--- src/rtl/if_fetch_queue.sv ---
// Instruction-fetch stage: owns the fetch PC, issues one request per cycle to a
// 1-cycle-latency instruction memory and buffers returns in a DEPTH-entry queue.
module if_fetch_queue #(
   parameter int unsigned        XLEN     = 32,
   parameter int unsigned        DEPTH    = 4,
   parameter logic [XLEN-1:0]    RESET_PC = '0,
   localparam int unsigned       CW       = $clog2(DEPTH) + 1
) (
   input  logic            i_clk,
   input  logic            i_clr,
   input  logic            i_redirect,
   input  logic [XLEN-1:0] i_redirect_pc,
   output logic            o_imem_req,
   output logic [XLEN-1:0] o_imem_addr,
   input  logic [XLEN-1:0] i_imem_inst,
   output logic            o_out_valid,
   input  logic            i_out_ready,
   output logic [XLEN-1:0] o_out_pc,
   output logic [XLEN-1:0] o_out_pc4,
   output logic [XLEN-1:0] o_out_inst,
   output logic [CW-1:0]   o_count
);

   localparam int unsigned AW = $clog2(DEPTH);

   typedef struct packed {
      logic [XLEN-1:0] pc;
      logic [XLEN-1:0] pc4;
      logic [XLEN-1:0] inst;
   } entry_t;

   entry_t          r_q [DEPTH];
   logic [AW-1:0]   r_head;
   logic [AW-1:0]   r_tail;
   logic [CW-1:0]   r_count;
   logic [XLEN-1:0] r_fetch_pc;
   logic            r_inflight;
   logic [XLEN-1:0] r_inflight_pc;

   logic            w_valid;
   logic            w_pop;
   logic            w_push;
   logic            w_req;
   logic [CW-1:0]   w_credit;
   logic            w_nonempty;
   entry_t          w_head;
   logic            w_unused_ok;

   // Low address bits of a redirect target are ignored.
   assign w_unused_ok = &{1'b0, i_redirect_pc[1:0]};

   // Handshake and credit: count + in-flight never exceeds DEPTH, so a push never finds the queue full.
   always_comb begin
      w_nonempty = (r_count != '0);
      w_valid    = w_nonempty & ~i_redirect & ~i_clr;
      w_pop      = w_valid & i_out_ready;
      w_credit   = r_count + CW'(r_inflight) - CW'(w_pop);
      w_req      = ~i_clr & ~i_redirect & (w_credit < CW'(DEPTH));
      w_push     = r_inflight & ~i_redirect & ~i_clr;
   end

   always_ff @(posedge i_clk) begin
      if (i_clr) begin
         r_fetch_pc    <= RESET_PC;
         r_inflight    <= 1'b0;
         r_inflight_pc <= '0;
         r_head        <= '0;
         r_tail        <= '0;
         r_count       <= '0;
      end else if (i_redirect) begin
         r_fetch_pc <= {i_redirect_pc[XLEN-1:2], 2'b00};
         r_inflight <= 1'b0;
         r_head     <= '0;
         r_tail     <= '0;
         r_count    <= '0;
      end else begin
         if (w_req) begin
            r_fetch_pc    <= r_fetch_pc + XLEN'(4);
            r_inflight    <= 1'b1;
            r_inflight_pc <= r_fetch_pc;
         end else begin
            r_inflight <= 1'b0;
         end
         if (w_push) r_tail <= r_tail + AW'(1);
         if (w_pop)  r_head <= r_head + AW'(1);
         case ({w_push, w_pop})
            2'b10:   r_count <= r_count + CW'(1);
            2'b01:   r_count <= r_count - CW'(1);
            default: r_count <= r_count;
         endcase
      end
   end

   // Queue storage needs no reset; empty-queue outputs are masked below.
   always_ff @(posedge i_clk) begin
      if (w_push) begin
         r_q[r_tail] <= '{pc: r_inflight_pc, pc4: r_inflight_pc + XLEN'(4), inst: i_imem_inst};
      end
   end

   always_comb begin
      w_head = r_q[r_head];
      if (!w_nonempty) w_head = '0;
   end

   assign o_imem_req  = w_req;
   assign o_imem_addr = r_fetch_pc;
   assign o_out_valid = w_valid;
   assign o_out_pc    = w_head.pc;
   assign o_out_pc4   = w_head.pc4;
   assign o_out_inst  = w_head.inst;
   assign o_count     = r_count;

endmodule

--- config.mk ---
export PLATFORM = sky130hd
export DESIGN_NAME = if_fetch_queue
export DESIGN_NICKNAME = d
export VERILOG_FILES = /design/src/rtl/if_fetch_queue.sv
export SDC_FILE = /design/constraint.sdc
export NUM_CORES = 1
export LEC_CHECK = 0
export CORE_ASPECT_RATIO = 1.5
export CORE_MARGIN = 5
export CORE_UTILIZATION = 45
export DETAILED_ROUTE_END_ITERATION = 10
export PLACE_DENSITY = 0.66
export SYNTH_ARGS = -nofsm -noshare
export SYNTH_HDL_FRONTEND = slang
export SYNTH_SLANG_ARGS = --single-unit
--- constraint.sdc ---
create_clock -name i_clk -period 13 [get_ports i_clk]
set_clock_uncertainty 0.1 [all_clocks]
set_input_delay 3.25 -clock i_clk [delete_from_list [all_inputs] [get_ports i_clk]]
set_output_delay 3.25 -clock i_clk [all_outputs]
set_load 0.1 [all_outputs]
==> run_results.csv <==
group,metric,value,unit
global_route,grt_use_met1,21.9,%
sta,tightest_slew,1.07,ns
clock_tree,clock_latency,0.54,ns
worst_setup_path,r2r_end,"o_imem_addr[12]$_SDFFE_PP0P_",
global_route,grt_use_total,17.1,%
synthesis,synth_ff_type,"edfxtp_1",
worst_setup_path,worstPathRequired,9.65,ns
clock_tree,cts_hold_buf,0,
finish,diodes,0,
finish,instances_no_fill,1785,
synthesis,ys_warn_count,0,
sta,maxSlewViolCount,0,
worst_setup_path,crit_top_cell,"buf_4",
die,die_height,254,um
detailed_routing,drtPass1Iterations,5,
detailed_routing,drt_wl_total,37400,um
detailed_routing,post_drt_wl_per_cell,21.0,um
worst_setup_path,regToRegSetupSlack,9.10,ns
min_path,whs_path_depth,2,
clock_tree,numCtsBuffers,42,
finish,final_util,55.3,%
clock_tree,cts_buffer_depth,3,
place,hpwl,22500,um
worst_setup_path,cp-start-kind,"input port",
flow_run,maxCapViolCount,0,
global_route,top_usage_layer,"met2",
sta,slew_headroom,28.7,%
detailed_routing,drtIter0Drc,605,
outcome,status,"complete, no violations",
clock_tree,cts_tree,"done",
place,dp.cells,1707,
global_route,gr-total-overflow,0,
worst_setup_path,cp_slowest_cell,"a21oi_1",
synthesis,avgSynthCellArea,16.8,sq um
min_path,hold_class,"flip-flop to flip-flop",
sta,period_share,83.3,%
worst_setup_path,cp_data_arrival_time,7.48,ns
min_path,hold_start,"o_imem_addr[31]$_SDFFE_PP0P_",
detailed_routing,drc,0,
synthesis,syn_inst,1058,
global_route,grt_use_met3,3.14,%
clock_tree,ctsResizeCount,0,
worst_setup_path,r2r_start,"o_count[1]$_SDFFE_PP0P_",
worst_setup_path,r2r_cells,12,
global_route,grt_pass1_wl,58100,um
clock_tree,cts_sinks,438,
die,fp-row-count,89,
synthesis,synth_cell_types,53,
clock_tree,cts.clk_slew.worst_paths,0.06,ns
finish,drive_above_1_share,14.2,%
sta,finalSetupTns,0,ns
detailed_routing,drtAntennaViolNets,0,
worst_setup_path,slowest_delay,0.65,ns
power,irDropWorstVdd,0.110,mV
global_route,antenna_found_initial,0,
worst_setup_path,end_kind,"output pin",
worst_setup_path,critPathKind,"input port to output pin",
sta,grt_setup_unrepaired,"no",
die,design.core.area,0.0392,sq mm
place,gp_congestion,0.837,
detailed_routing,viasPerCell,5.45,
power,p_leak,0.00717,uW
clock_tree,postCtsSetupBuffers,0,
synthesis,synth_edf_count,368,
global_route,met2_usage,29.6,%
sta,max_freq,92.3,MHz
clock_tree,htreeDepth,2,
die,die_width,172,um
power,p_per_area,138,mW/mm^2
die,io_pins,201,
global_route,grt_max_degree,66,
die,start_util,45.4,%
worst_setup_path,path_cells,"clkdlybuf4s50_1 -> buf_4 -> or2_2 -> nor3b_1 -> ha_1 -> inv_1 -> ha_1 -> nand3b_1 -> a21oi_1 -> o21ai_4 -> buf_4 -> inv_1 -> buf_4",
sta,setup_viol,0,
min_path,hold-path-endpoint,"r_inflight_pc[31]$_SDFFE_PP0P_",
worst_setup_path,cp_max_fo,28,
synthesis,async_reset_ff_share,0,%
finish,nets,1329,
global_route,grt_pass1_vias,10400,
place,io_buffers,192,
sta,hold_viol,0,
die,dieArea,0.0437,sq mm
synthesis,synthesis.area,0.0178,sq mm
synthesis,ys_seq_area_share,70.0,%
finish,area_growth,21.9,%
detailed_routing,vias,9737,
synthesis,ys_ff_latch,438,
sta,post-route-min-period,10.83,ns
clock_tree,cts-root-buf,"clkbuf_16",
[report_power, final]
group          switching, uW  leakage [uW]  internal, uW
clock network            502      0.000718           782
logic                    107       0.00220          49.7
registers               21.1       0.00425          1530
[cells in the final DEF, fill, tap and decap left out, types with 4 or more instances in the layout]
master,n
a211oi_1,10
and4_1,6
mux4_2,92
clkbuf_16,46
o21ai_0,10
a21oi_1,9
clkdlybuf4s50_1,190
and3_1,8
or3_1,8
and3_4,4
nand4_1,13
xor2_1,15
or4_1,12
nand3b_1,5
clkinv_1,8
dfxtp_1,68
inv_1,17
ha_1,9
nor3_1,4
nand2_1,34
conb_1,6
a31oi_1,12
clkbuf_1,8
o211ai_1,6
buf_4,13
o311ai_0,7
nor2_1,61
nor2b_1,95
clkinv_2,7
edfxtp_1,368
bufinv_16,7
nand3_1,29
mux2i_1,30
xnor2_1,30
[metal layers]
layer | routed length (um) | up-vias | part of all wire [%]
li1 | - | 4493 | -
met1 | 15200 | 4887 | 40
met2 | 19200 | 294 | 51
met3 | 2110 | 63 | 5.6
met4 | 1000 | 0 | 2.7
met5 | 0 | - | 0
[cells by family (layout without fill, tap and decap cells)]
kind of cell	count (synthesis)	in the layout	share of synthesized area, %
buffers and inverters	78	300	1.89
adder cells (fa/ha/maj)	10	10	0.746
other	1	6	0.0211
multiplexers	122	122	13.3
flip-flops	438	438	70.0
AO/OA/AOI/OAI	70	70	2.70
AND/OR/NAND/NOR	294	294	9.09
XOR/XNOR	45	45	2.22
[per-stage QoR]
stage	power (uW)	setup slack, ns	hold slack (ns)	area (sq um)
CTS	3020	2.17	0.399	21700
global route	3090	1.90	0.425	21700
global placement	1730	2.22	0.382	20200
floorplan	1680	3.52	0.385	17800
detailed placement	1740	2.19	0.381	20200
finish	2990	2.17	0.402	21700
[how the worst max path moves through the flow]
stage	endpoint	startpoint	cells past startpoint	slack, ns
2_1_floorplan	o_imem_req	i_redirect	11	3.52
3_3_place_gp	o_imem_req	i_redirect	13	2.22
3_5_place_dp	o_imem_req	i_redirect	13	2.19
4_1_cts	o_imem_req	i_redirect	13	2.17
5_1_grt	o_imem_req	i_redirect	13	1.90
6_report	o_imem_req	i_redirect	13	2.17
[cell usage after synthesis (all sizes together), types with 3 or more instances]
library cell,n,share of area (%)
and4,6,0.30
nand3,29,0.82
o21ai,13,0.39
ha,9,0.63
xnor2,30,1.5
and3,12,0.42
nand3b,5,0.21
xor2,15,0.74
nor2,62,1.4
mux2i,30,1.7
mux4,92,12
or4,12,0.51
nor2b,95,3.3
o31ai,3,0.13
a211oi,10,0.42
nand2,34,0.72
dfxtp,70,7.9
o211ai,6,0.25
edfxtp,368,62
o311ai,7,0.34
inv,17,0.36
clkbuf,36,0.76
a21oi,9,0.25
or3,8,0.28
and2,3,0.11
nand4,14,0.53
nor3,6,0.20
a31oi,12,0.42
buf,24,0.75
[layout make-up]
class / instances / area [sq um]
clock buffer: 54 / 1180
inverter: 18 / 67.6
tap: 500 / 626
timing repair buffer: 204 / 2000
fill: 3148 / 17500
clock inverter: 24 / 293
sequential: 438 / 12500
multi-input combinational: 547 / 5050
[worst max-delay path: cells and delay by family]
kind            cells  cell delay [ns]
compound gates      2             0.75
fa+ha+maj           2             0.51
buf+inv             6             1.88
simple gates        3             1.07
[state kept, by name, summed over array words and instances, names as in the netlist, named ones only]
name / flops
r_tail: 2
r_inflight: 1
r_inflight_pc: 30
r_head: 2
r_q: 368
o_imem_addr: 30
o_count: 3
Power figures use the tool's default switching activity.
